$ cat config.mk
export PLATFORM = sky130hd
export DESIGN_NAME = ip_rx_crpr
export DESIGN_NICKNAME = d
export VERILOG_FILES = /design/src/rtl/ip_rx_crpr.sv
export SDC_FILE = /design/constraint.sdc
export NUM_CORES = 1
export LEC_CHECK = 0
export CORE_ASPECT_RATIO = 1.1
export CORE_MARGIN = 8
export CORE_UTILIZATION = 46
export CTS_BUF_LIST = sky130_fd_sc_hd__clkbuf_4
export DETAILED_ROUTE_END_ITERATION = 6
export PLACE_DENSITY = 0.66
export SETUP_SLACK_MARGIN = 0.05
export SKIP_CTS_REPAIR_TIMING = 1
export SLEW_MARGIN = 15
export SYNTH_ARGS = -nofsm -noshare
export SYNTH_HDL_FRONTEND = slang
export SYNTH_SLANG_ARGS = --single-unit
$ cat constraint.sdc
create_clock -name clk -period 4.1 [get_ports clk]
set_clock_uncertainty 0.1 [all_clocks]
set_input_delay 0.82 -clock clk [delete_from_list [all_inputs] [get_ports clk]]
set_output_delay 0.82 -clock clk [all_outputs]
set_load 0.1 [all_outputs]
$ cat src/rtl/ip_rx_crpr.sv
// Receive-side credit return: parses TLP headers, queues posted/non-posted credit records
// and drains them as spaced single-cycle pulses. Optional macro IP_CRPR_HOLD_EN adds cr_hold.
module ip_rx_crpr #(
  parameter int FIFO_DEPTH = 4
) (
  input  logic        clk,
  input  logic        rstn,
  input  logic        rx_st,
  input  logic        rx_end,
  input  logic [15:0] rx_data,
`ifdef IP_CRPR_HOLD_EN
  input  logic        cr_hold,
`endif
  output logic        ph_cr,
  output logic        pd_cr,
  output logic [7:0]  pd_num,
  output logic        nph_cr,
  output logic        npd_cr,
  output logic        fifo_ovf
);

  localparam int PW = (FIFO_DEPTH > 1) ? $clog2(FIFO_DEPTH) : 1;
  localparam int CW = $clog2(FIFO_DEPTH + 1);

  typedef enum logic [1:0] {IDLE = 2'd0, HDR1 = 2'd1, BODY = 2'd2} parse_t;
  typedef enum logic [1:0] {D_IDLE = 2'd0, D_PULSE = 2'd1, D_GAP = 2'd2} drain_t;

  // Returns {valid, posted, nonposted, has_data, pd_num}; pd_num wraps 256 to 0.
  function automatic logic [11:0] classify(input logic [1:0] fmt, input logic [4:0] typ,
                                           input logic [9:0] len);
    logic posted;
    logic nonposted;
    logic [7:0] num;
    posted    = 1'b0;
    nonposted = 1'b0;
    num       = 8'(({1'b0, len} + 11'd3) >> 2);
    casez (typ)
      5'b0000?: begin posted = fmt[1]; nonposted = ~fmt[1]; end
      5'b00010,
      5'b0010?: nonposted = 1'b1;
      5'b10???: posted = 1'b1;
      default:  begin posted = 1'b0; nonposted = 1'b0; end
    endcase
    return {posted | nonposted, posted, nonposted, fmt[1], num};
  endfunction

  parse_t      p_state_r, p_next_s;
  drain_t      d_state_r, d_next_s;
  logic [1:0]  fmt_r;
  logic [4:0]  type_r;
  logic [9:0]  len_r;
  logic        push_s, pop_s, push_ok_s, full_s, hold_s;
  logic [11:0] cls_s;
  logic [10:0] mem_r [FIFO_DEPTH];
  logic [10:0] head_s;
  logic [PW-1:0] wr_ptr_r, rd_ptr_r;
  logic [CW-1:0] cnt_r;
  logic        ph_n_s, pd_n_s, nph_n_s, npd_n_s;
  logic [7:0]  pd_num_n_s;
  logic        unused_s;

  assign unused_s = rx_data[15];

`ifdef IP_CRPR_HOLD_EN
  assign hold_s = cr_hold;
`else
  assign hold_s = 1'b0;
`endif

  assign cls_s     = classify(fmt_r, type_r, len_r);
  assign full_s    = (cnt_r == CW'(FIFO_DEPTH));
  assign push_ok_s = push_s & (~full_s | pop_s);
  assign head_s    = mem_r[rd_ptr_r];

  // Parse state and header field capture
  always_ff @(posedge clk or negedge rstn) begin
    if (!rstn) begin
      p_state_r <= IDLE;
      fmt_r     <= 2'b00;
      type_r    <= 5'b00000;
      len_r     <= 10'd0;
    end else begin
      p_state_r <= p_next_s;
      if (rx_st) begin
        fmt_r  <= rx_data[14:13];
        type_r <= rx_data[12:8];
      end else if (p_state_r == HDR1 && !rx_end) begin
        len_r <= rx_data[9:0];
      end else begin
        len_r <= len_r;
      end
    end
  end

  // Parse next state; a new start always wins and silently abandons the old TLP
  always_comb begin
    p_next_s = p_state_r;
    push_s   = 1'b0;
    if (rx_st) begin
      p_next_s = HDR1;
    end else begin
      case (p_state_r)
        IDLE: p_next_s = IDLE;
        HDR1: p_next_s = rx_end ? IDLE : BODY;
        BODY: begin
          if (rx_end) begin
            p_next_s = IDLE;
            push_s   = cls_s[11];
          end else begin
            p_next_s = BODY;
          end
        end
        default: p_next_s = IDLE;
      endcase
    end
  end

  // Credit record FIFO and sticky overflow flag
  always_ff @(posedge clk or negedge rstn) begin
    if (!rstn) begin
      wr_ptr_r <= {PW{1'b0}};
      rd_ptr_r <= {PW{1'b0}};
      cnt_r    <= {CW{1'b0}};
      fifo_ovf <= 1'b0;
      for (int i = 0; i < FIFO_DEPTH; i++) mem_r[i] <= 11'd0;
    end else begin
      if (push_ok_s) begin
        mem_r[wr_ptr_r] <= cls_s[10:0];
        wr_ptr_r <= (wr_ptr_r == PW'(FIFO_DEPTH - 1)) ? {PW{1'b0}} : wr_ptr_r + PW'(1);
      end
      if (pop_s) begin
        rd_ptr_r <= (rd_ptr_r == PW'(FIFO_DEPTH - 1)) ? {PW{1'b0}} : rd_ptr_r + PW'(1);
      end
      case ({push_ok_s, pop_s})
        2'b10:   cnt_r <= cnt_r + CW'(1);
        2'b01:   cnt_r <= cnt_r - CW'(1);
        default: cnt_r <= cnt_r;
      endcase
      if (push_s && full_s && !pop_s) fifo_ovf <= 1'b1;
    end
  end

  // Drain next state; outputs are loaded on the D_IDLE->D_PULSE transition
  always_comb begin
    d_next_s   = d_state_r;
    pop_s      = 1'b0;
    ph_n_s     = 1'b0;
    pd_n_s     = 1'b0;
    pd_num_n_s = 8'd0;
    nph_n_s    = 1'b0;
    npd_n_s    = 1'b0;
    case (d_state_r)
      D_IDLE: begin
        if (cnt_r != {CW{1'b0}} && !hold_s) begin
          d_next_s   = D_PULSE;
          pop_s      = 1'b1;
          ph_n_s     = head_s[10];
          pd_n_s     = head_s[10] & head_s[8];
          pd_num_n_s = (head_s[10] & head_s[8]) ? head_s[7:0] : 8'd0;
          nph_n_s    = head_s[9];
          npd_n_s    = head_s[9] & head_s[8];
        end else begin
          d_next_s = D_IDLE;
        end
      end
      D_PULSE: d_next_s = D_GAP;
      D_GAP:   d_next_s = D_IDLE;
      default: d_next_s = D_IDLE;
    endcase
  end

  // Drain state and registered credit outputs
  always_ff @(posedge clk or negedge rstn) begin
    if (!rstn) begin
      d_state_r <= D_IDLE;
      ph_cr     <= 1'b0;
      pd_cr     <= 1'b0;
      pd_num    <= 8'd0;
      nph_cr    <= 1'b0;
      npd_cr    <= 1'b0;
    end else begin
      d_state_r <= d_next_s;
      ph_cr     <= ph_n_s;
      pd_cr     <= pd_n_s;
      pd_num    <= pd_num_n_s;
      nph_cr    <= nph_n_s;
      npd_cr    <= npd_n_s;
    end
  end

endmodule

; ---- Word level (Yosys, flattened, before mapping)
; Index checks and enable logic that the tools add are counted.
[word_totals]
reg_bits = 85
latchBits = 0
ramBits = 0
romBits = 0
input_bits = 20
out_inout_bits = 13
elab_cells = 92
memories = 0
[classes]
add_sub_neg = 5
mul = 0
div_mod_pow = 0
n_lt_le_gt_ge = 3
n_eq_ne = 11
shift = 0
muxes = 32
n_bitwise = 10
reduce_logical = 13
[op_table]
columns = operator, n
row1 = bitwise mux 44 bit, 1
row2 = two-way mux 11 bit, 3
row3 = two-way mux 8 bit, 3
row4 = binary-select mux 11 bit (select 2 bit), 1
row5 = demux 11 bit (select 2 bit), 1
row6 = two-way mux 1 bit, 14
row7 = adder 10 x 2 -> 10 bit (second input constant), 1
row8 = equality test 2 bit (second input constant), 5
row9 = two-way mux 2 bit, 5
row10 = equality test 2 x 1 -> 1 bit (second input constant), 3
row11 = >= comparator 3 bit (second input constant), 2
row12 = NOT 2 -> 3 bit, 2
row13 = one-hot mux 3 bit (2 select lines), 1
row14 = equality test 5 x 2 -> 1 bit (second input constant), 1
row15 = adder 2 x 1 -> 2 bit (second input constant), 2
row16 = equality test 4 x 2 -> 1 bit (second input constant), 1
row17 = logical AND 1 bit, 4
row18 = logical NOT 4 bit, 1
row19 = one-hot mux 1 bit (2 select lines), 2
row20 = one-hot mux 2 bit (2 select lines), 1
row21 = OR reduction 2 bit, 2
row22 = adder 3 x 1 -> 3 bit (second input constant), 1
row23 = bitwise AND 1 bit, 3
row24 = equality test 3 bit (second input constant), 1
row25 = other kinds (9), 13

; ---- Logic depth before layout (Yosys ltp)
[logic_depth]
ltp_word = 10
ltp_mapped = 13

; ---- Least setup slack after synthesis
; No wires, ideal clock.
[synth_path]
path_kind = input port to flip-flop
from = input port rx_st
to = register cnt_r[2]
t_arrival_ps = 2609
required_time_ps = 3921
setup_slack_ps = 1312
cell_stages = 12
path_buffers = 3
cell_sequence = buf_6 -> and4bb_2 -> o221a_4 -> buf_12 -> buf_2 -> inv_1 -> ha_1 -> inv_1 -> fa_1 -> xor2_1 -> nor2_1 -> xor2_1
[synth_between]
elab_chain_cells = 4
word_cells_on_any_way = 6
cone_classes = 2 x eq/ne / 2 x mux / 1 x bitwise / 1 x reduce/logical
[synth_lines]
columns = item, line
row1 = from (decl), 8  ; input logic rx_st,
row2 = two-way mux 1 bit (*), 99  ; if (rx_st) begin
row3 = bitwise AND 1 bit (*), 72  ; assign push_ok_s = push_s & (~full_s | pop_s);
row4 = equality test 2 x 1 -> 1 bit or equality test 2 bit (tied branches), 134  ; case ({push_ok_s, pop_s})
row5 = one-hot mux 3 bit (2 select lines) or nonzero test 2 bit (tied branches), n/a
row6 = to (signal assigned), 135  ; 2'b10: cnt_r <= cnt_r + CW'(1);
row7 = to (signal assigned), 136  ; 2'b01: cnt_r <= cnt_r - CW'(1);
row8 = to (signal assigned), 137  ; default: cnt_r <= cnt_r;
row9 = to (decl), 57  ; logic [CW-1:0] cnt_r;
; Mark *: on every way between the ends. The rest lies on a longest branch, timed or not.
; A chain may end at the register's enable or synchronous reset.

; ---- Final worst setup path
[layout_path]
from = register fifo_ovf
to = output port fifo_ovf
[layout_lines]
columns = item, line
row1 = from (decl), 19  ; output logic fifo_ovf
row2 = from (signal assigned), 124  ; fifo_ovf <= 1'b0;
row3 = from (signal assigned), 139  ; if (push_s && full_s && !pop_s) fifo_ovf <= 1'b1;
; No word-level cell between the ends.

==> metrics.md <==
| Metric | Value |
|---|---|
| Actual slew at the worst max-slew pin | `1060 ps` |
| Worst Setup Path Type | `reg -> out` |
| Clock power share | `between 20% and 30%` |
| Rel. slew slack | `28.3%` |
| I/O Pins | `33` |
| Ys flop type | `dfrtp_1` |
| Final RePlAce weighted congestion | `between 0.6 and 0.7` |
| Design Area, Final | `between 4000 and 5000 um^2` |
| Layout fillers | `~700` |
| First-pass GRT wire length | `roughly 11,000 um` |
| MaxCap Viol Count | `0` |
| Share of Yosys cell area claimed by the top area cell type | `a little under three fifths` |
| # clock sinks | `84` |
| Fin. max-slew vios | `0` |
| Async S/R FF share, synth | `100%` |
| Post-synth cell types | `35` |
| Placed cell area | `4160 um^2` |
| Min Tclk post-route | `around 2800 ps` |
| Xor/xnor share of the synthesized area | `around 2.5%` |
| Yosys reg bits | `between 80 and 90` |
| Reg clk slew, reported paths | `between 100 and 150 ps` |
| Critical Path End | `fifo_ovf` |
| Cell area after synthesis | `3780 um^2` |
| Clock Latency Late Sink | `roughly 410 ps` |
| Adder-Cell Fraction of Synth Area | `under 10%` |
| R2R Path End | `cnt_r[2]` |
| Layout cells sized above 1 | `32.4%` |
| Post-Synthesis Cells | `250` |
| Final setup fails | `0` |
| Final Cycle Share | `69.1%` |
| Num CTS Buffers | `9` |
| Largest family of logic cells by synthesized area | `multiplexers` |
| Compound-gate portion of the synthesized area | `under 10%` |
| Die H | `111 um` |
| Status | `finished clean` |
| Nature of the critical path endpoint | `primary output` |
| Worst path arrival time | `approximately 1900 ps` |
| Core Area | `about 8000 um^2` |
| Number of synthesized flops with an enable pin | `0` |
| Die Area | `between 10,000 and 15,000 um^2` |
| Worst Setup Start Kind | `register` |
| WP buf/inv | `1` |
| Cell family with most CP delay | `buffers and inverters` |
| Count leader, synth | `dfrtp_1` |
| Maximum clock rate | `353 MHz` |
| Post-synth top cells | `dfrtp_1 (84), mux2_2 (49), mux4_2 (11)` |
| Nets | `around 320` |
| Warnings, synthesis | `0` |
| Largest net degree at the start of global routing | `between 80 and 90` |
| Gate power share | `between 20% and 30%` |
| Largest cells by area after synthesis | `dfrtp_1 (56%), mux2_2 (15%), mux4_2 (6.6%)` |
| Required @ worst endpoint | `around 3200 ps` |
| Critical path fanouts, max | `2` |
| CP max stage delay | `1130 ps` |
| Tot GR Track Use | `12.2%` |
| Root Buffer | `clkbuf_4` |
| Hold Violations, Final | `0` |
| Int Pwr | `1.36 mW` |
| Reg power frac | `around 52%` |
| Antenna violations before repair | `1` |
| Post-route DRC | `0` |
| Area leader, netlist | `dfrtp_1` |
| Die Width | `between 100 and 150 um` |
| Unrepaired setup endpoints after global routing | `false` |
| Switch Pwr | `0.629 mW` |
| GR Overflow Total | `0` |
| Area taken by multi-input logic gates | `~1600 um^2` |
| Crit path cell chain | `clkdlybuf4s50_1` |
| WL final | `between 6000 and 7000 um` |
| Worst R2R Setup Slack | `between 1500 and 2000 ps` |
| Post-synthesis sequential area ratio | `~56%` |
| Setup TNS | `0 ps` |
| Mux cell area share after synthesis | `around 25%` |
| Synth Net Count | `around 280` |
| Site Rows | `34` |
| HPWL Detailed | `~4300 um` |
| Simple logic cell fraction of the synthesized area | `slightly below 8%` |
| WL per Instance | `16.0 um` |
| Vias in the first global route | `2,153` |
| Worst vdd ir | `0.000242 V` |
| Static Leak | `2.03 nW` |
| Setup crit start | `fifo_ovf` |
| Hold Path Class | `in -> async` |
| R2r worst-path depth | `9` |
| IO buf count | `30` |
| Switch share | `31.6%` |
| CTS H-tree lvls | `3` |
| Slowest stage cell, crit path | `clkdlybuf4s50_1` |
| Antenna Nets Post-Route | `0` |
| DR vias | `approximately 2.1k` |
| DR pass1 iterations | `4` |
| Worst path depth | `1` |
| Clock Tree Buf Depth | `2` |
| Vias per cell | `5.19` |
| Layout Area Growth over Synthesis | `14.0%` |
| PD cells | `between 400 and 500 nW/um^2` |
| Initial drt markers | `a little under 60` |
| Sequential cell area | `2100 um^2` |
| Syn_area_per_cell | `15.1 um^2` |
| Reg2reg start | `cnt_r[1]` |
| Initial core utilization | `47.5%` |
| CTS tree | `built` |
-- state kept, by name, indices dropped and copies added, names as in the netlist --
register and count:
fmt_r 1, d_state_r 2, cnt_r 3, nph_cr 1
wr_ptr_r 2, len_r 10, p_state_r 2, type_r 5
fifo_ovf 1, ph_cr 1, npd_cr 1, mem_r 44
pd_cr 1, rd_ptr_r 2, pd_num 8
-- final cells by class --
type / instances / area share [%]
clock buffers: 9 / 1.57
well taps: 108 / 3.14
clock inverters: 5 / 1.28
flip-flops and latches: 84 / 48.8
inverters: 10 / 0.872
multi-input cells: 148 / 36.4
diodes: 1 / 0.0581
repair buffers: 34 / 7.90
-- worst min path at each step --
stage	end	depth (start not counted)	slack (ps)	startpoint
6_report	p_state_r[1]	1	270	rstn
3_3_place_gp	d_state_r[1]	1	340	d_state_r[1]
2_1_floorplan	d_state_r[1]	1	330	d_state_r[1]
4_1_cts	d_state_r[1]	1	370	d_state_r[1]
3_5_place_dp	d_state_r[1]	1	350	d_state_r[1]
5_1_grt	len_r[0]	1	290	rstn
-- routing by layer --
metal / up-vias / part of all wire, % / GRT usage (%)
met1: 1057 / 47 / 15.6
met5: - / 0 / 0
met3: 8 / 3.7 / 2.95
li1: 972 / - / -
met2: 34 / 48 / 18.7
met4: 0 / 1.7 / 5.59
-- through the flow --
step	hold slack, ps	cells	setup WS, ps	power, mW	util (%)
after detailed placement	345	383	877	1.57	52.3
after floorplan	327	250	1310	1.42	-
after CTS	368	397	1230	2.02	53.9
final	273	399	1270	1.99	54.1
after global routing	286	399	1190	2.13	54.1
after global placement	343	383	936	1.54	52.3
-- cells in the final DEF, fill, tap and decap left out, types with 2 or more instances in the layout --
cell type	count
and3_1	10
nor2_1	8
xor2_1	3
nor3b_1	2
nand3_1	2
nand2_1	6
clkdlybuf4s50_1	29
dfrtp_1	84
mux2_2	49
nand2_8	4
o21ai_0	6
clkbuf_4	9
mux4_2	11
mux2_4	10
a21oi_1	3
nor3_1	3
inv_1	10
buf_4	4
xnor2_1	8
ha_1	8
a31oi_1	3
-- power by group through the flow --
stage,sequential (mW),combinational [mW],clock [mW]
floorplan,1.03,0.391,0
global route,1.05,0.582,0.489
finish,1.04,0.514,0.443
CTS,1.04,0.521,0.462
detailed placement,1.05,0.521,0
global placement,1.05,0.495,0
-- kinds of logic after synthesis --
group | count (synthesis)
buf+inv | 18
simple gates | 43
flops | 84
mux | 70
xor+xnor | 11
compound gates | 15
fa+ha+maj | 9
Note: power is estimated with default switching activity, not from simulation.
